==> src/rtl/ram8_pkg.sv <==
// Shared definitions for the 8-word RAM initiator: op codes, depth and FSM states.
package ram8_pkg;

    localparam logic [1:0] OP_WRITE = 2'd0;
    localparam logic [1:0] OP_READ  = 2'd1;
    localparam logic [1:0] OP_FILL  = 2'd2;
    localparam logic [1:0] OP_CHECK = 2'd3;

    localparam int DEPTH = 8;

    typedef enum logic [2:0] {
        ST_IDLE      = 3'd0,
        ST_WRITE     = 3'd1,
        ST_READ      = 3'd2,
        ST_READ_WAIT = 3'd3,
        ST_FILL      = 3'd4,
        ST_CHECK     = 3'd5,
        ST_RESP      = 3'd6
    } state_t;

endpackage

==> src/rtl/ram8_initiator.sv <==
// Command-driven initiator for an 8x8 RAM. Accepts one command at a time,
// sequences write/read strobes (single word or whole array), absorbs the
// RAM's one-cycle read latency and returns one response per command.
// Every output is a flop loaded from the next-state decode, so nothing on
// cmd_*/rsp_ready reaches an output combinationally.
module ram8_initiator
    import ram8_pkg::*;
#(
    parameter int DATA_W = 8,
    parameter int ADDR_W = 4,
    parameter int DEPTH  = 8
) (
    input  logic              clk,
    input  logic              rst,
    input  logic              cmd_valid,
    output logic              cmd_ready,
    input  logic [1:0]        cmd_op,
    input  logic [2:0]        cmd_addr,
    input  logic [DATA_W-1:0] cmd_data,
    output logic              rsp_valid,
    input  logic              rsp_ready,
    output logic [DATA_W-1:0] rsp_data,
    output logic              rsp_err,
    output logic              wr_enb,
    output logic [ADDR_W-1:0] wr_addr,
    output logic [DATA_W-1:0] data_in,
    output logic              rd_enb,
    output logic [ADDR_W-1:0] rd_addr,
    input  logic [DATA_W-1:0] data_out
);

    localparam int         APAD     = ADDR_W - 3;
    localparam int         DPAD     = DATA_W - 4;
    localparam logic [2:0] PTR_LAST = 3'(DEPTH - 1);

    state_t              r_state;
    logic [2:0]          r_addr;
    logic [DATA_W-1:0]   r_data;
    logic [2:0]          r_ptr;
    logic                r_tail;     // CHECK: all reads issued, last compare pending
    logic                r_cmp_vld;  // data_out holds a CHECK read to compare
    logic [3:0]          r_cnt;
    logic                r_cmd_ready;
    logic                r_rsp_valid;
    logic [DATA_W-1:0]   r_rsp_data;
    logic                r_rsp_err;
    logic                r_wr_enb;
    logic [ADDR_W-1:0]   r_wr_addr;
    logic [DATA_W-1:0]   r_data_in;
    logic                r_rd_enb;
    logic [ADDR_W-1:0]   r_rd_addr;

    state_t              w_state_nxt;
    logic [2:0]          w_addr_nxt;
    logic [DATA_W-1:0]   w_data_nxt;
    logic [2:0]          w_ptr_nxt;
    logic                w_tail_nxt;
    logic                w_cmp_vld_nxt;
    logic [3:0]          w_cnt_nxt;
    logic                w_mis;
    logic [3:0]          w_cnt_inc;
    logic [DATA_W-1:0]   w_rsp_data_nxt;
    logic                w_rsp_err_nxt;
    logic                w_wr_enb_nxt;
    logic [ADDR_W-1:0]   w_wr_addr_nxt;
    logic [DATA_W-1:0]   w_data_in_nxt;
    logic                w_rd_enb_nxt;
    logic [ADDR_W-1:0]   w_rd_addr_nxt;

    // Next-state, datapath and next-output decode.
    always_comb begin
        w_state_nxt    = r_state;
        w_addr_nxt     = r_addr;
        w_data_nxt     = r_data;
        w_ptr_nxt      = r_ptr;
        w_tail_nxt     = r_tail;
        w_cmp_vld_nxt  = 1'b0;
        w_cnt_nxt      = r_cnt;
        w_rsp_data_nxt = r_rsp_data;
        w_rsp_err_nxt  = r_rsp_err;
        w_wr_enb_nxt   = 1'b0;
        w_wr_addr_nxt  = {ADDR_W{1'b0}};
        w_data_in_nxt  = {DATA_W{1'b0}};
        w_rd_enb_nxt   = 1'b0;
        w_rd_addr_nxt  = {ADDR_W{1'b0}};

        w_mis     = r_cmp_vld && (data_out != r_data);
        w_cnt_inc = r_cnt + {3'b000, w_mis};

        case (r_state)
            ST_IDLE: begin
                if (cmd_valid && r_cmd_ready) begin
                    w_addr_nxt = cmd_addr;
                    w_data_nxt = cmd_data;
                    w_ptr_nxt  = 3'd0;
                    w_tail_nxt = 1'b0;
                    w_cnt_nxt  = 4'd0;
                    case (cmd_op)
                        OP_WRITE: w_state_nxt = ST_WRITE;
                        OP_READ:  w_state_nxt = ST_READ;
                        OP_FILL:  w_state_nxt = ST_FILL;
                        OP_CHECK: w_state_nxt = ST_CHECK;
                        default:  w_state_nxt = ST_IDLE;
                    endcase
                end else begin
                    w_state_nxt = ST_IDLE;
                end
            end
            ST_WRITE: begin
                w_state_nxt    = ST_RESP;
                w_rsp_data_nxt = r_data;
                w_rsp_err_nxt  = 1'b0;
            end
            ST_READ: begin
                w_state_nxt = ST_READ_WAIT;
            end
            ST_READ_WAIT: begin
                w_state_nxt    = ST_RESP;
                w_rsp_data_nxt = data_out;
                w_rsp_err_nxt  = 1'b0;
            end
            ST_FILL: begin
                if (r_ptr == PTR_LAST) begin
                    w_state_nxt    = ST_RESP;
                    w_rsp_data_nxt = r_data;
                    w_rsp_err_nxt  = 1'b0;
                end else begin
                    w_ptr_nxt = r_ptr + 3'd1;
                end
            end
            ST_CHECK: begin
                // A read issued this cycle returns next cycle.
                w_cmp_vld_nxt = !r_tail;
                w_cnt_nxt     = w_cnt_inc;
                if (r_tail) begin
                    w_state_nxt    = ST_RESP;
                    w_rsp_data_nxt = {{DPAD{1'b0}}, w_cnt_inc};
                    w_rsp_err_nxt  = (w_cnt_inc != 4'd0);
                end else if (r_ptr == PTR_LAST) begin
                    w_tail_nxt = 1'b1;
                end else begin
                    w_ptr_nxt = r_ptr + 3'd1;
                end
            end
            ST_RESP: begin
                if (rsp_ready) begin
                    w_state_nxt    = ST_IDLE;
                    w_rsp_data_nxt = {DATA_W{1'b0}};
                    w_rsp_err_nxt  = 1'b0;
                end else begin
                    w_state_nxt = ST_RESP;
                end
            end
            default: begin
                w_state_nxt = ST_IDLE;
            end
        endcase

        if (w_state_nxt == ST_WRITE) begin
            w_wr_enb_nxt  = 1'b1;
            w_wr_addr_nxt = {{APAD{1'b0}}, w_addr_nxt};
            w_data_in_nxt = w_data_nxt;
        end else if (w_state_nxt == ST_FILL) begin
            w_wr_enb_nxt  = 1'b1;
            w_wr_addr_nxt = {{APAD{1'b0}}, w_ptr_nxt};
            w_data_in_nxt = w_data_nxt;
        end else begin
            w_wr_enb_nxt  = 1'b0;
        end

        if (w_state_nxt == ST_READ) begin
            w_rd_enb_nxt  = 1'b1;
            w_rd_addr_nxt = {{APAD{1'b0}}, w_addr_nxt};
        end else if ((w_state_nxt == ST_CHECK) && !w_tail_nxt) begin
            w_rd_enb_nxt  = 1'b1;
            w_rd_addr_nxt = {{APAD{1'b0}}, w_ptr_nxt};
        end else begin
            w_rd_enb_nxt  = 1'b0;
        end
    end

    // State, datapath and output registers with synchronous reset.
    always_ff @(posedge clk) begin
        if (rst) begin
            r_state     <= ST_IDLE;
            r_addr      <= 3'd0;
            r_data      <= {DATA_W{1'b0}};
            r_ptr       <= 3'd0;
            r_tail      <= 1'b0;
            r_cmp_vld   <= 1'b0;
            r_cnt       <= 4'd0;
            r_cmd_ready <= 1'b0;
            r_rsp_valid <= 1'b0;
            r_rsp_data  <= {DATA_W{1'b0}};
            r_rsp_err   <= 1'b0;
            r_wr_enb    <= 1'b0;
            r_wr_addr   <= {ADDR_W{1'b0}};
            r_data_in   <= {DATA_W{1'b0}};
            r_rd_enb    <= 1'b0;
            r_rd_addr   <= {ADDR_W{1'b0}};
        end else begin
            r_state     <= w_state_nxt;
            r_addr      <= w_addr_nxt;
            r_data      <= w_data_nxt;
            r_ptr       <= w_ptr_nxt;
            r_tail      <= w_tail_nxt;
            r_cmp_vld   <= w_cmp_vld_nxt;
            r_cnt       <= w_cnt_nxt;
            r_cmd_ready <= (w_state_nxt == ST_IDLE);
            r_rsp_valid <= (w_state_nxt == ST_RESP);
            r_rsp_data  <= w_rsp_data_nxt;
            r_rsp_err   <= w_rsp_err_nxt;
            r_wr_enb    <= w_wr_enb_nxt;
            r_wr_addr   <= w_wr_addr_nxt;
            r_data_in   <= w_data_in_nxt;
            r_rd_enb    <= w_rd_enb_nxt;
            r_rd_addr   <= w_rd_addr_nxt;
        end
    end

    assign cmd_ready = r_cmd_ready;
    assign rsp_valid = r_rsp_valid;
    assign rsp_data  = r_rsp_data;
    assign rsp_err   = r_rsp_err;
    assign wr_enb    = r_wr_enb;
    assign wr_addr   = r_wr_addr;
    assign data_in   = r_data_in;
    assign rd_enb    = r_rd_enb;
    assign rd_addr   = r_rd_addr;

endmodule
==> config.mk <==
export PLATFORM = sky130hd
export DESIGN_NAME = ram8_initiator
export DESIGN_NICKNAME = d
export VERILOG_FILES = /design/src/rtl/ram8_pkg.sv /design/src/rtl/ram8_initiator.sv
export SDC_FILE = /design/constraint.sdc
export NUM_CORES = 1
export LEC_CHECK = 0
export CAP_MARGIN = 20
export CELL_PAD_IN_SITES_DETAIL_PLACEMENT = 2
export CELL_PAD_IN_SITES_GLOBAL_PLACEMENT = 2
export CORE_UTILIZATION = 35
export CTS_BUF_LIST = sky130_fd_sc_hd__clkbuf_2 sky130_fd_sc_hd__clkbuf_4 sky130_fd_sc_hd__clkbuf_8
export CTS_CLUSTER_SIZE = 40
export DETAILED_ROUTE_END_ITERATION = 16
export DONT_BUFFER_PORTS = 1
export GPL_ROUTABILITY_DRIVEN = 0
export PLACE_DENSITY_LB_ADDON = 0.15
export SETUP_SLACK_MARGIN = 0.2
export SYNTH_ARGS = -nofsm -noshare
export SYNTH_HDL_FRONTEND = slang
export SYNTH_SLANG_ARGS = --single-unit
==> constraint.sdc <==
create_clock -name clk -period 2.45 [get_ports clk]
set_input_delay 0.49 -clock clk [delete_from_list [all_inputs] [get_ports clk]]
set_output_delay 0.49 -clock clk [all_outputs]
set_load 0.03 [all_outputs]
==> tab_implementation.tex, run 1 <==
\begin{tabular}{lr}
\hline
Metric & Value \\
\hline
\multicolumn{2}{l}{\textbf{Clocking}} \\
Hold buffers post-CTS & 0 \\
TritonCTS clock tree & yes \\
Level count of the clock H-tree & 2 \\
Number of clock sinks seen by CTS & 50 \\
Clock root buffer & sky130\_fd\_sc\_hd\_\_clkbuf\_8 \\
Clock Latency Late Sink & 310 ps \\
Clock Pin Slew Worst Setup and Hold Paths & 100 ps \\
Number of CTS-inserted buffers & 5 \\
Clock buffer depth & 2 \\
\multicolumn{2}{l}{\textbf{Routing}} \\
Wirelength per Cell & 20.8 um \\
Vias post-DR & 2101 \\
Drt via density & 5.72 \\
ANT nets after route & 0 \\
First-iteration detailed-routing DRC count & 76 \\
Total wirelength of the detailed-routed design & 7630 um \\
Remaining DRCs & 0 \\
Number of optimization iterations in the first detailed-route pass & 4 \\
\multicolumn{2}{l}{\textbf{Logic synthesis}} \\
Post-synth design cell area & 2430 um\^{}2 \\
Synth warnings & 0 \\
Number of register bits inferred by synthesis & 50 \\
Post-synthesis async set-or-reset flop share & 0\% \\
Synth unique cells & 47 \\
Mean instance size in the synthesized netlist & 9.06 um\^{}2 \\
Share of synthesized area occupied by flip-flops and latches & 41.2\% \\
Post-synthesis instance total & 268 \\
EDFF count, synth & 0 \\
Post-synth top flop & sky130\_fd\_sc\_hd\_\_dfxtp\_1 \\
\multicolumn{2}{l}{\textbf{Placed design}} \\
Port Buffers & 0 \\
Setup slack after placement & -9.73 ps \\
Placed standard-cell area & 2650 um\^{}2 \\
Cell count after placement & 355 \\
Final HPWL from detailed placement & 5230 um \\
\multicolumn{2}{l}{\textbf{Power}} \\
Leakage Power & 0.00110 uW \\
Worst voltage drop across the vdd grid & 0.000416 V \\
Pwr/cell area & 921 nW/um\^{}2 \\
\multicolumn{2}{l}{\textbf{Critical path}} \\
Critical Path Source Type & flop \\
Classification of the worst setup path & flop to flop \\
Buffers and inverters on the worst path & 0 \\
Slowest stage delay, CP & 380 ps \\
Biggest fanout along the worst timing path & 2 \\
Cell family with the largest share of critical-path delay & simple AND/OR/NAND/NOR gates \\
WP data arrival & 2540 ps \\
Element type at the critical path end & flop \\
Crit-path cells & xor2\_1 -> nor4\_1 -> a21boi\_1 -> ha\_2 -> ha\_4 -> xor2\_2 -> o22ai\_1 -> o21ai\_1 -> or3b\_4 -> a21oi\_1 \\
Required time at the worst-slack endpoint & 2700 ps \\
Slowest stage cell on the critical path & sky130\_fd\_sc\_hd\_\_or3b\_4 \\
\multicolumn{2}{l}{\textbf{Timing}} \\
Final hold vios & 0 \\
RSZ-0062 raised after global routing & true \\
Final clock skew & 7.47 ps \\
Post-route worst setup slack & 161 ps \\
Share of the clock period used by the worst path after layout & 93.4\% \\
Final critical path time including I/O delays and setup & 2290 ps \\
Maximum operating frequency & 437 MHz \\
Count of endpoints failing setup in the final report & 0 \\
Final Max Slew Viols & 0 \\
\multicolumn{2}{l}{\textbf{Global route}} \\
Wire length of the first global-routing pass & 12000 um \\
Initial antenna violation count & 0 \\
Remaining global-route overflow & 0 \\
Overall track demand over capacity in global routing & 21.3\% \\
Number of global-route vias before repair & 2274 \\
Pin count of the biggest net entering global routing & 43 \\
\multicolumn{2}{l}{\textbf{Floorplan}} \\
Core outline area & 6530 um\^{}2 \\
Floorplan die height & 85.3 um \\
Initial core utilization & 37.2\% \\
Rows & 29 \\
Number of top-level design ports & 54 \\
DIE WIDTH & 85.3 um \\
Area of the die & 7270 um\^{}2 \\
\multicolumn{2}{l}{\textbf{Job}} \\
Number of max-capacitance violations reported & 0 \\
\multicolumn{2}{l}{\textbf{Finish}} \\
Proportion of layout cells with a drive suffix above 1 & 22.1\% \\
Fin area & 2830 um\^{}2 \\
Number of non-filler instances in the completed layout & 367 \\
Net count, final & 320 \\
Diodes inserted & 0 \\
Layout-stage area growth over the synthesis result & 16.4\% \\
\multicolumn{2}{l}{\textbf{Outcome}} \\
Result of the run & finished clean \\
\multicolumn{2}{l}{\textbf{Worst hold path}} \\
Worst min-delay path category & primary input to flop \\
\hline
\end{tabular}
-- placed cells by master (no fill, tap or decap), types with 4 or more instances in the layout --
| master | synthesis | final |
|---|---|---|
| sky130_fd_sc_hd__a21oi_1 | 17 | 15 |
| sky130_fd_sc_hd__inv_1 | 7 | 7 |
| sky130_fd_sc_hd__o21ai_0 | 17 | 14 |
| sky130_fd_sc_hd__nand3b_1 | 4 | 4 |
| sky130_fd_sc_hd__nor3_2 | 9 | 10 |
| sky130_fd_sc_hd__mux2i_1 | 19 | 19 |
| sky130_fd_sc_hd__o22a_1 | 4 | 4 |
| sky130_fd_sc_hd__buf_4 | 5 | 27 |
| sky130_fd_sc_hd__o22ai_1 | 6 | 6 |
| sky130_fd_sc_hd__nor3_1 | 5 | 4 |
| sky130_fd_sc_hd__nor2_1 | 31 | 31 |
| sky130_fd_sc_hd__dfxtp_1 | 50 | 46 |
| sky130_fd_sc_hd__nand2_1 | 18 | 18 |
| sky130_fd_sc_hd__xor2_1 | 10 | 9 |
| sky130_fd_sc_hd__nand3_1 | 5 | 5 |
| sky130_fd_sc_hd__clkbuf_8 | 0 | 5 |
| sky130_fd_sc_hd__ha_1 | 6 | 4 |
-- state kept, by name, summed over array words and instances (netlist names), 3 cells and up --
| name | count |
|---|---|
| data_in | 8 |
| r_data | 8 |
| rsp_data | 8 |
| r_cnt | 4 |
| r_addr | 3 |
| r_ptr | 3 |
| r_state | 3 |
| rd_addr | 3 |
| wr_addr | 3 |
-- Yosys cell counts (6+ instances only) --
| cell type | instances | area share [%] |
|---|---|---|
| sky130_fd_sc_hd__dfxtp_1 | 50 | 41 |
| sky130_fd_sc_hd__xor2_1 | 10 | 3.6 |
| sky130_fd_sc_hd__mux2i_1 | 19 | 7.8 |
| sky130_fd_sc_hd__o22ai_1 | 6 | 1.5 |
| sky130_fd_sc_hd__nand2_1 | 18 | 2.8 |
| sky130_fd_sc_hd__nor3_2 | 9 | 3.7 |
| sky130_fd_sc_hd__clkbuf_1 | 7 | 1.1 |
| sky130_fd_sc_hd__a21oi_1 | 17 | 3.5 |
| sky130_fd_sc_hd__nor2_1 | 31 | 4.8 |
| sky130_fd_sc_hd__inv_1 | 7 | 1.1 |
| sky130_fd_sc_hd__ha_1 | 6 | 3.1 |
| sky130_fd_sc_hd__o21ai_0 | 17 | 3.5 |
-- cells by family after synthesis --
family	after synthesis	synth area share [%]
buffers and inverters	23	5.05
flip-flops	50	41.2
AND/OR/NAND/NOR	89	19.8
AO/OA/AOI/OAI	70	19.2
adder cells (fa/ha/maj)	6	3.09
other	1	0.154
multiplexers	19	7.83
XOR/XNOR	10	3.61
-- timing repair --
item	CTS	global route
resized for setup	3	10
endpoints found under the setup margin	2	11
pin swaps	6	5
buffers inserted	2	2
-- routing by layer --
metal / routed length [um] / up-vias / track usage, %
met5: 0 / - / 0
met1: 3620 / 1058 / 27.7
li1: - / 1000 / -
met4: 78 / 0 / 4.55
met2: 3700 / 34 / 36.5
met3: 231 / 9 / 4.47
-- through the flow --
step                      hold slack (ps)  total power, uW  utilization, %  setup TNS (ps)
after detailed placement              490             1980            40.6           -9.73
final                                 241             2600            43.3               0
after CTS                             227             2610            42.7               0
after floorplan                       456             1670               -               0
after global routing                  223             2750            43.3               0
after global placement                479             1960            40.6               0
-- layout make-up --
cell class              instances  area [um^2]
clock inverters                 3         43.8
flip-flops and latches         50         1010
repair buffers                 29          234
multi-input cells             196         1350
clock buffers                   5         68.8
inverters                       7         26.3
well taps                      77         96.3
fillers                       714         3710
-- path summary, 6_finish.rpt --
check,start,endpoint,slack [ps],cells after the start
min,rst,r_data[6],240,1
max reg2reg,r_data[2],rsp_data[2],160,10
max,r_data[2],rsp_data[2],160,10
min reg2reg,r_addr[2],r_addr[2],500,2
-- power by group --
group | internal [uW] | total [uW] | switching (uW)
clock network | 307 | 608 | 302
registers | 902 | 1040 | 140
logic | 393 | 952 | 559
No activity file was read; power rests on OpenSTA's default activity.
==> run 2: changes to the inputs <==
--- a/config.mk
+++ b/config.mk
@@ -8,6 +8,7 @@
 export CAP_MARGIN = 20
 export CELL_PAD_IN_SITES_DETAIL_PLACEMENT = 2
 export CELL_PAD_IN_SITES_GLOBAL_PLACEMENT = 2
+export CORE_MARGIN = 2
 export CORE_UTILIZATION = 35
 export CTS_BUF_LIST = sky130_fd_sc_hd__clkbuf_2 sky130_fd_sc_hd__clkbuf_4 sky130_fd_sc_hd__clkbuf_8
 export CTS_CLUSTER_SIZE = 40
==> tab_implementation.tex, run 2 (synthesized netlist as in run 1, its figures left out) <==
\begin{tabular}{lr}
\hline
Metric & Value \\
\hline
\multicolumn{2}{l}{\textbf{Outcome}} \\
Result of the run & finished clean \\
\multicolumn{2}{l}{\textbf{Routing}} \\
Remaining DRCs & 0 \\
First-iteration detailed-routing DRC count & 84 \\
Vias post-DR & 2067 \\
Total wirelength of the detailed-routed design & 7130 um \\
ANT nets after route & 0 \\
Drt via density & 5.68 \\
Wirelength per Cell & 19.6 um \\
Number of optimization iterations in the first detailed-route pass & 4 \\
\multicolumn{2}{l}{\textbf{Power}} \\
Worst voltage drop across the vdd grid & 0.000302 V \\
Leakage Power & 0.00105 uW \\
Final Power & 2490 uW \\
Pwr/cell area & 904 nW/um\^{}2 \\
\multicolumn{2}{l}{\textbf{Floorplan}} \\
Area of the die & 7620 um\^{}2 \\
Rows & 30 \\
Floorplan die height & 87.3 um \\
DIE WIDTH & 87.3 um \\
Number of top-level design ports & 54 \\
Initial core utilization & 35.9\% \\
Core outline area & 6760 um\^{}2 \\
\multicolumn{2}{l}{\textbf{Global route}} \\
Remaining global-route overflow & 0 \\
Number of global-route vias before repair & 2216 \\
Pin count of the biggest net entering global routing & 43 \\
Wire length of the first global-routing pass & 11700 um \\
Initial antenna violation count & 0 \\
Overall track demand over capacity in global routing & 20.0\% \\
\multicolumn{2}{l}{\textbf{Finish}} \\
Final core utilization & 40.8\% \\
Commonest cells after routing, fill and taps aside & sky130\_fd\_sc\_hd\_\_dfxtp\_1 (42), sky130\_fd\_sc\_hd\_\_nor2\_1 (30), sky130\_fd\_sc\_hd\_\_buf\_4 (23) \\
Area taken by flip-flops and latches & 1010 um\^{}2 \\
Net count, final & 314 \\
Layout fillers & 743 \\
Diodes inserted & 0 \\
Number of non-filler instances in the completed layout & 364 \\
Commonest non-fill, non-tap cell in the layout & sky130\_fd\_sc\_hd\_\_dfxtp\_1 \\
Multi-input combinational cell area & 1350 um\^{}2 \\
Layout-stage area growth over the synthesis result & 13.6\% \\
Proportion of layout cells with a drive suffix above 1 & 22.2\% \\
\multicolumn{2}{l}{\textbf{Timing}} \\
Final Max Slew Viols & 0 \\
Final hold vios & 0 \\
Share of the clock period used by the worst path after layout & 89.9\% \\
Post-route worst setup slack & 248 ps \\
Slew at the pin closest to its max-slew limit & 560 ps \\
Worst-case hold slack & 226 ps \\
Final critical path time including I/O delays and setup & 2200 ps \\
RSZ-0062 raised after global routing & true \\
Maximum operating frequency & 454 MHz \\
Final clock skew & 5.38 ps \\
Count of endpoints failing setup in the final report & 0 \\
Worst rel slew slack & 62.5\% \\
\multicolumn{2}{l}{\textbf{Clocking}} \\
Clock Latency Late Sink & 310 ps \\
Number of clock sinks seen by CTS & 50 \\
TritonCTS clock tree & yes \\
Clock Pin Slew Worst Setup and Hold Paths & 100 ps \\
Level count of the clock H-tree & 2 \\
Clock buffer depth & 2 \\
Clock root buffer & sky130\_fd\_sc\_hd\_\_clkbuf\_8 \\
Number of CTS-inserted buffers & 5 \\
\multicolumn{2}{l}{\textbf{Job}} \\
Number of max-capacitance violations reported & 0 \\
\multicolumn{2}{l}{\textbf{Critical path}} \\
Biggest fanout along the worst timing path & 3 \\
Element type at the critical path end & flop \\
Required time at the worst-slack endpoint & 2710 ps \\
Classification of the worst setup path & flop to flop \\
Critical Path Source Type & flop \\
WP data arrival & 2460 ps \\
Worst reg-to-reg path cell count & 10 \\
\multicolumn{2}{l}{\textbf{Worst hold path}} \\
Number of cells traversed by the worst hold path & 1 \\
Worst min-delay path category & primary input to flop \\
\multicolumn{2}{l}{\textbf{Placed design}} \\
Cell count after placement & 354 \\
Port Buffers & 0 \\
Setup slack after placement & -6.84 ps \\
Final HPWL from detailed placement & 5180 um \\
\hline
\end{tabular}
-- run 2: power breakdown --
| part | switching [uW] | internal, uW | total [uW] |
|---|---|---|---|
| registers | 149 | 904 | 1050 |
| clock network | 320 | 212 | 532 |
| logic | 535 | 372 | 906 |
| total | 1000 | 1490 | 2490 |
-- run 2: final timing paths --
path / startpoint / to / slack [ps]
hold / removal: rst / data_in[7] / 230
setup / recovery: r_data[0] / rsp_data[2] / 250
hold reg to reg: r_addr[2] / r_addr[2] / 510
setup reg to reg: r_data[0] / rsp_data[2] / 250
-- run 2: critical path, stage by stage (launching register included) --
cell and delay, ps:
sky130_fd_sc_hd__dfxtp_2 350, sky130_fd_sc_hd__xor2_1 140, sky130_fd_sc_hd__nor4_2 290, sky130_fd_sc_hd__a21boi_1 110, sky130_fd_sc_hd__ha_2 200, sky130_fd_sc_hd__ha_4 170
sky130_fd_sc_hd__xor2_2 170, sky130_fd_sc_hd__o22ai_1 90, sky130_fd_sc_hd__o21ai_1 110, sky130_fd_sc_hd__or3b_4 380, sky130_fd_sc_hd__a21oi_2 130
-- run 2: through the flow --
stage | setup TNS, ps | area, um^2
after floorplan | 0 | 2450
after global placement | 0 | 2610
after detailed placement | -6.84 | 2610
after CTS | 0 | 2720
after global routing | 0 | 2760
final | 0 | 2760
-- run 2: what timing repair did --
item	in CTS	in global routing
pin swaps	2	12
setup endpoints to repair	2	14
gates resized for setup	3	13
buffers inserted	0	2
hold buffers	0	0
-- run 2: layer usage --
metal,up-vias,routed length [um],track usage [%],share of wire [%]
li1,984,-,-,-
met3,7,169,3.60,2.4
met5,-,0,0,0
met1,1047,3530,28.1,49
met2,29,3350,31.5,47
met4,0,78,5.45,1.1
-- run 2: area by class of cell --
class	instances	share of cell area, %
clock buffer	5	2.50
multi-input combinational	196	49.0
inverter	7	0.953
timing repair buffer	23	6.26
tap	80	3.63
clock inverter	3	0.998
sequential	50	36.7
